### config.mk
export PLATFORM = sky130hd
export DESIGN_NAME = tnoc_axi_read_outstanding_limiter
export DESIGN_NICKNAME = d
export VERILOG_FILES = /design/src/rtl/tnoc_axi_read_outstanding_limiter.sv
export SDC_FILE = /design/constraint.sdc
export NUM_CORES = 2
export LEC_CHECK = 0
export CORE_MARGIN = 8
export CORE_UTILIZATION = 52
export CTS_CLUSTER_SIZE = 40
export DETAILED_ROUTE_END_ITERATION = 10
export PLACE_DENSITY = 0.76
export SLEW_MARGIN = 20
export SYNTH_ARGS = -nofsm -noshare
export SYNTH_HDL_FRONTEND = slang
export SYNTH_SLANG_ARGS = --single-unit
### constraint.sdc
create_clock -name i_clk -period 30.4 [get_ports i_clk]
set_clock_uncertainty 0.2 [all_clocks]
set_input_delay 3.04 -clock i_clk [delete_from_list [all_inputs] [get_ports i_clk]]
set_output_delay 3.04 -clock i_clk [all_outputs]
set_load 0.05 [all_outputs]
### src/rtl/tnoc_axi_read_outstanding_limiter.sv
// rtl/tnoc_axi_read_outstanding_limiter.sv - AXI read outstanding-burst limiter with R beat buffer
module tnoc_axi_read_outstanding_limiter #(
    parameter int ID_WIDTH        = 8,
    parameter int ADDR_WIDTH      = 64,
    parameter int DATA_WIDTH      = 256,
    parameter int MAX_OUTSTANDING = 4,
    parameter int R_FIFO_DEPTH    = 8
) (
    input  logic                                   i_clk,
    input  logic                                   i_rst,
    input  logic                                   s_arvalid,
    output logic                                   s_arready,
    input  logic [ID_WIDTH-1:0]                    s_arid,
    input  logic [ADDR_WIDTH-1:0]                  s_araddr,
    input  logic [7:0]                             s_arlen,
    input  logic [2:0]                             s_arsize,
    input  logic [1:0]                             s_arburst,
    output logic                                   m_arvalid,
    input  logic                                   m_arready,
    output logic [ID_WIDTH-1:0]                    m_arid,
    output logic [ADDR_WIDTH-1:0]                  m_araddr,
    output logic [7:0]                             m_arlen,
    output logic [2:0]                             m_arsize,
    output logic [1:0]                             m_arburst,
    input  logic                                   m_rvalid,
    output logic                                   m_rready,
    input  logic [ID_WIDTH-1:0]                    m_rid,
    input  logic [DATA_WIDTH-1:0]                  m_rdata,
    input  logic [1:0]                             m_rresp,
    input  logic                                   m_rlast,
    output logic                                   s_rvalid,
    input  logic                                   s_rready,
    output logic [ID_WIDTH-1:0]                    s_rid,
    output logic [DATA_WIDTH-1:0]                  s_rdata,
    output logic [1:0]                             s_rresp,
    output logic                                   s_rlast,
    output logic [$clog2(MAX_OUTSTANDING+1)-1:0]   o_outstanding,
    output logic                                   o_busy
);

    localparam int CW = $clog2(MAX_OUTSTANDING + 1);
    localparam int PW = $clog2(R_FIFO_DEPTH);
    localparam int EW = ID_WIDTH + DATA_WIDTH + 3;

    logic [CW-1:0] count;
    logic          limit;
    logic          inc;
    logic          dec;

    logic [PW-1:0] wr_ptr;
    logic [PW-1:0] rd_ptr;
    logic [PW:0]   occ;
    logic          full;
    logic          empty;
    logic          push;
    logic          pop;
    logic [EW-1:0] mem [R_FIFO_DEPTH];
    logic [EW-1:0] head;

    // AR gating: the limit only rises on an AR handshake, so a raised m_arvalid is never withdrawn
    assign limit     = (count == CW'(MAX_OUTSTANDING));
    assign m_arvalid = s_arvalid & ~limit;
    assign s_arready = m_arready & ~limit;
    assign m_arid    = s_arid;
    assign m_araddr  = s_araddr;
    assign m_arlen   = s_arlen;
    assign m_arsize  = s_arsize;
    assign m_arburst = s_arburst;

    // Credits return when RLAST leaves upstream, so beats still buffered keep their credit
    assign inc = m_arvalid & m_arready;
    assign dec = s_rvalid & s_rready & s_rlast;

    // Outstanding burst counter, saturating at zero on a stray RLAST
    always_ff @(posedge i_clk) begin
        if (i_rst) begin
            count <= '0;
        end else if (inc && !dec) begin
            count <= count + CW'(1);
        end else if (dec && !inc && (count != '0)) begin
            count <= count - CW'(1);
        end
    end

    assign full     = (occ == (PW+1)'(R_FIFO_DEPTH));
    assign empty    = (occ == '0);
    assign m_rready = ~full;
    assign s_rvalid = ~empty;
    assign push     = m_rvalid & m_rready;
    assign pop      = s_rvalid & s_rready;

    // Beat storage; contents need no reset since occupancy gates visibility
    always_ff @(posedge i_clk) begin
        if (push) begin
            mem[wr_ptr] <= {m_rid, m_rdata, m_rresp, m_rlast};
        end
    end

    // FIFO pointers and occupancy; reset discards every buffered beat
    always_ff @(posedge i_clk) begin
        if (i_rst) begin
            wr_ptr <= '0;
            rd_ptr <= '0;
            occ    <= '0;
        end else begin
            if (push) begin
                wr_ptr <= wr_ptr + PW'(1);
            end
            if (pop) begin
                rd_ptr <= rd_ptr + PW'(1);
            end
            if (push && !pop) begin
                occ <= occ + (PW+1)'(1);
            end else if (pop && !push) begin
                occ <= occ - (PW+1)'(1);
            end
        end
    end

    assign head = mem[rd_ptr];
    assign {s_rid, s_rdata, s_rresp, s_rlast} = head;

    assign o_outstanding = count;
    assign o_busy        = (count != '0) | ~empty;

    a_no_underflow: assert property (@(posedge i_clk) disable iff (i_rst) !(dec && !inc && (count == '0)));
    a_no_overissue: assert property (@(posedge i_clk) disable iff (i_rst) !(inc && limit));

endmodule

==> results.md <==
- Port Buffers: 547
- Final ANT Viol Nets: 0
- Yosys reg bits: between 2000 and 2500
- Congestion Overflow GR: 0
- RSZ-0062 raised after global routing: no
- Routing usage on met2: 0.326
- Final hold vios: 0
- Worst rel slew slack: 0.157
- Final period util: 0.329
- Number of synthesis warnings: 0
- CTS Hold Bufs: 0
- Crit-path leading delay family: buffers and inverters
- Layout cells sized above 1: 0.287
- Commonest non-fill, non-tap cell in the layout: edfxtp_1
- Status: finished, final reports clean
- Area share of the largest cell type after synthesis: 0.788
- Number of global-route vias before repair: 37200
- Worst Path Required: 27.16 ns
- Clock sinks: 2152
- Clk root buf: clkbuf_16
- Slew @ Worst Pin: 1.26 ns
- Cell variety after synth: 33
- # setup viols final: 0
- Hold slack: ~0.3 ns
- Starting Density: 0.522
- Critical Path, Cell by Cell: buf_4 -> buf_4 -> buf_4 -> buf_4 -> mux4_2 -> mux2_2 -> clkdlybuf4s50_1
- Most frequent cells in the layout: 2136 x edfxtp_1, 547 x clkdlybuf4s50_1, 533 x mux4_2
- CP Capture Type: output pin
- Post-CTS setup buffer count: 0
- Gpl congestion: 0.734
- CP arrival: 6.76 ns
- DR pass1 iterations: 5
- Setup_tns: 0 ns
- H-tree depth: 4
- Worst path depth: 7
- Worst setup SP type: flip-flop
- M3 GR Usage: 0.0682
- P per Cell Area: between 80 and 90 mW/mm^2
- Synth Instances: around 3300
- Post-CTS sizing: 0
- Crit path kind: reg -> out
- IO Pins: 718
- Pleak: approximately 0.029 uW
- Initial antenna violation count: 59
- Worst-path clk slew: 0.06 ns
- Core area: between 0.15 and 0.2 mm^2
- Die ar.: 0.169 mm^2
- Fin area: 0.0954 mm^2
- Ranking of synthesized cells by area: edfxtp_1 79%, mux4_2 15%, mux2_2 3.7%
- Avg Synthesized Cell Area: 24.9 um^2
- Part of the Yosys area used for sequential elements: 0.792
- GR peak layer: met2
- CP max stage delay: 0.91 ns
- Rows: 145
- Worst skew pair latency: 0.83 ns
- Routed vias: 35700
- Routed len/inst: 28.1 um
- Fin nets: ~4200
- DRC viols: 0
- Crit-path slowest cell: buf_4
- Slew Viols, Final: 0
- Final critical-path required period: 10.00 ns
- Maximum fanout along the worst path: 72
- WHS Path Cells: 2
- Cts bufs inserted: 205
- Wire length of the first global-routing pass: between 200 and 300 mm
- Met1 Use GR: 0.247
- Syn Std Cell Area: 0.0813 mm^2
- Vias/cell: around 5.8
- DR iter-0 viols: 2884
- Largest net degree at the start of global routing: about 120
- Die Y: ~410 um
- Area growth from synthesis to layout: 17.2%
- DP Wirelength: 94.6 mm
- Peak VDD IR: 0.0000757 V
- Mapped Nets: 3636
- Max clock buf depth: 3
- Die X: 412 um
- Hold crit path type: reg -> reg
- TritonCTS clock tree: built
- Fmax: 100 MHz
- Crit path buf inv count: 5
- MaxCap Viol Count: 0
- Placed Area: 0.0887 mm^2
- Critical Path Most Common Cell: buf_4
- Routed WL: 172 mm
- Reg-to-reg slack, setup: approximately 25 ns
- FF-to-FF path depth: 9
- Total track usage: 0.200
- Yosys top cell by area: edfxtp_1
## per-stage QoR
step | instances | setup slack (ns) | power [uW] | util
finish | 6115 | 20.40 | 8380 | 0.612
global route | 6100 | 20.07 | 8670 | 0.612
CTS | 6081 | 20.30 | 8470 | 0.611
detailed placement | 5698 | 21.19 | 5990 | 0.569
global placement | 5698 | 21.25 | 5960 | 0.569
floorplan | 3271 | 0.400 | 5420 | -
## report_power, final
| group | switching [uW] | internal (uW) | leakage (uW) |
|---|---|---|---|
| Clock | 1080 | 1390 | 0.00321 |
| Sequential | 59.6 | 3450 | 0.0195 |
| Combinational | 1410 | 985 | 0.00648 |
## sequential cells by signal (all words and copies together), names as in the netlist, named ones only
signal	cells
occ	4
wr_ptr	3
o_outstanding	3
rd_ptr	3
mem	2136
## cell families (layout without fill, tap and decap cells)
kind of cell	Yosys count	count (layout)	synth area share
flops	2152	2152	0.792
mux	806	806	0.185
buf+inv	241	993	0.0167
simple gates	43	43	0.00241
compound gates	15	15	0.00123
fa+ha+maj	7	7	0.00126
xor+xnor	7	7	0.000754
other cells	0	34	0
## tightest hold or removal path, stage by stage (launching register included)
cell and delay (ns):
dfxtp_1 0.32, nand2_1 0.06, a21oi_1 0.07
## cell type report
| class | count | area, um^2 |
|---|---|---|
| clock inverters | 135 | 1290 |
| clock buffers | 248 | 5310 |
| inverters | 6 | 22.5 |
| repair buffers | 604 | 6030 |
| well taps | 2058 | 2570 |
| fillers | 10200 | 60500 |
| multi-input cells | 878 | 15600 |
| diodes | 34 | 85.1 |
| flip-flops and latches | 2152 | 64500 |
## per-layer routing
metal / share of wire / wire length, um / vias up
li1: - / - / 15100
met1: 0.37 / 64300 / 18800
met2: 0.50 / 85900 / 1284
met3: 0.088 / 15200 / 400
met4: 0.037 / 6320 / 46
met5: 0.0018 / 315 / -
## cells in the mapped netlist
library cell and number:
a21oi_1 6, a21o_1 1, o211a_1 1, ha_1 5
inv_1 6, xor2_1 3, or3_1 1, dfxtp_1 16
nor2_1 17, a21boi_0 2, buf_2 45, nor3b_1 1
o21ai_0 2, o41a_1 1, nand3b_1 1, mux2i_1 6
buf_6 4, nor4_1 1, mux2_1 1, nand2_1 10
clkbuf_1 84, mux4_2 533, o311ai_0 1, buf_1 5
o211ai_1 1, buf_4 97, edfxtp_1 2136, or4_1 1
xnor2_1 4, mux2_2 266, nor3_1 7, fa_1 2
nand2b_1 4
## final timing paths
path,from,to
hold / removal,rd_ptr[1]$_SDFFE_PP0P_,flip-flop
setup reg to reg,occ[0]$_SDFFE_PP0P_,mem[7][211]$_DFFE_PP_
setup / recovery,flip-flop,s_rdata[108]
hold reg to reg,rd_ptr[1]$_SDFFE_PP0P_,flip-flop
(Power assumes the default switching activity.)
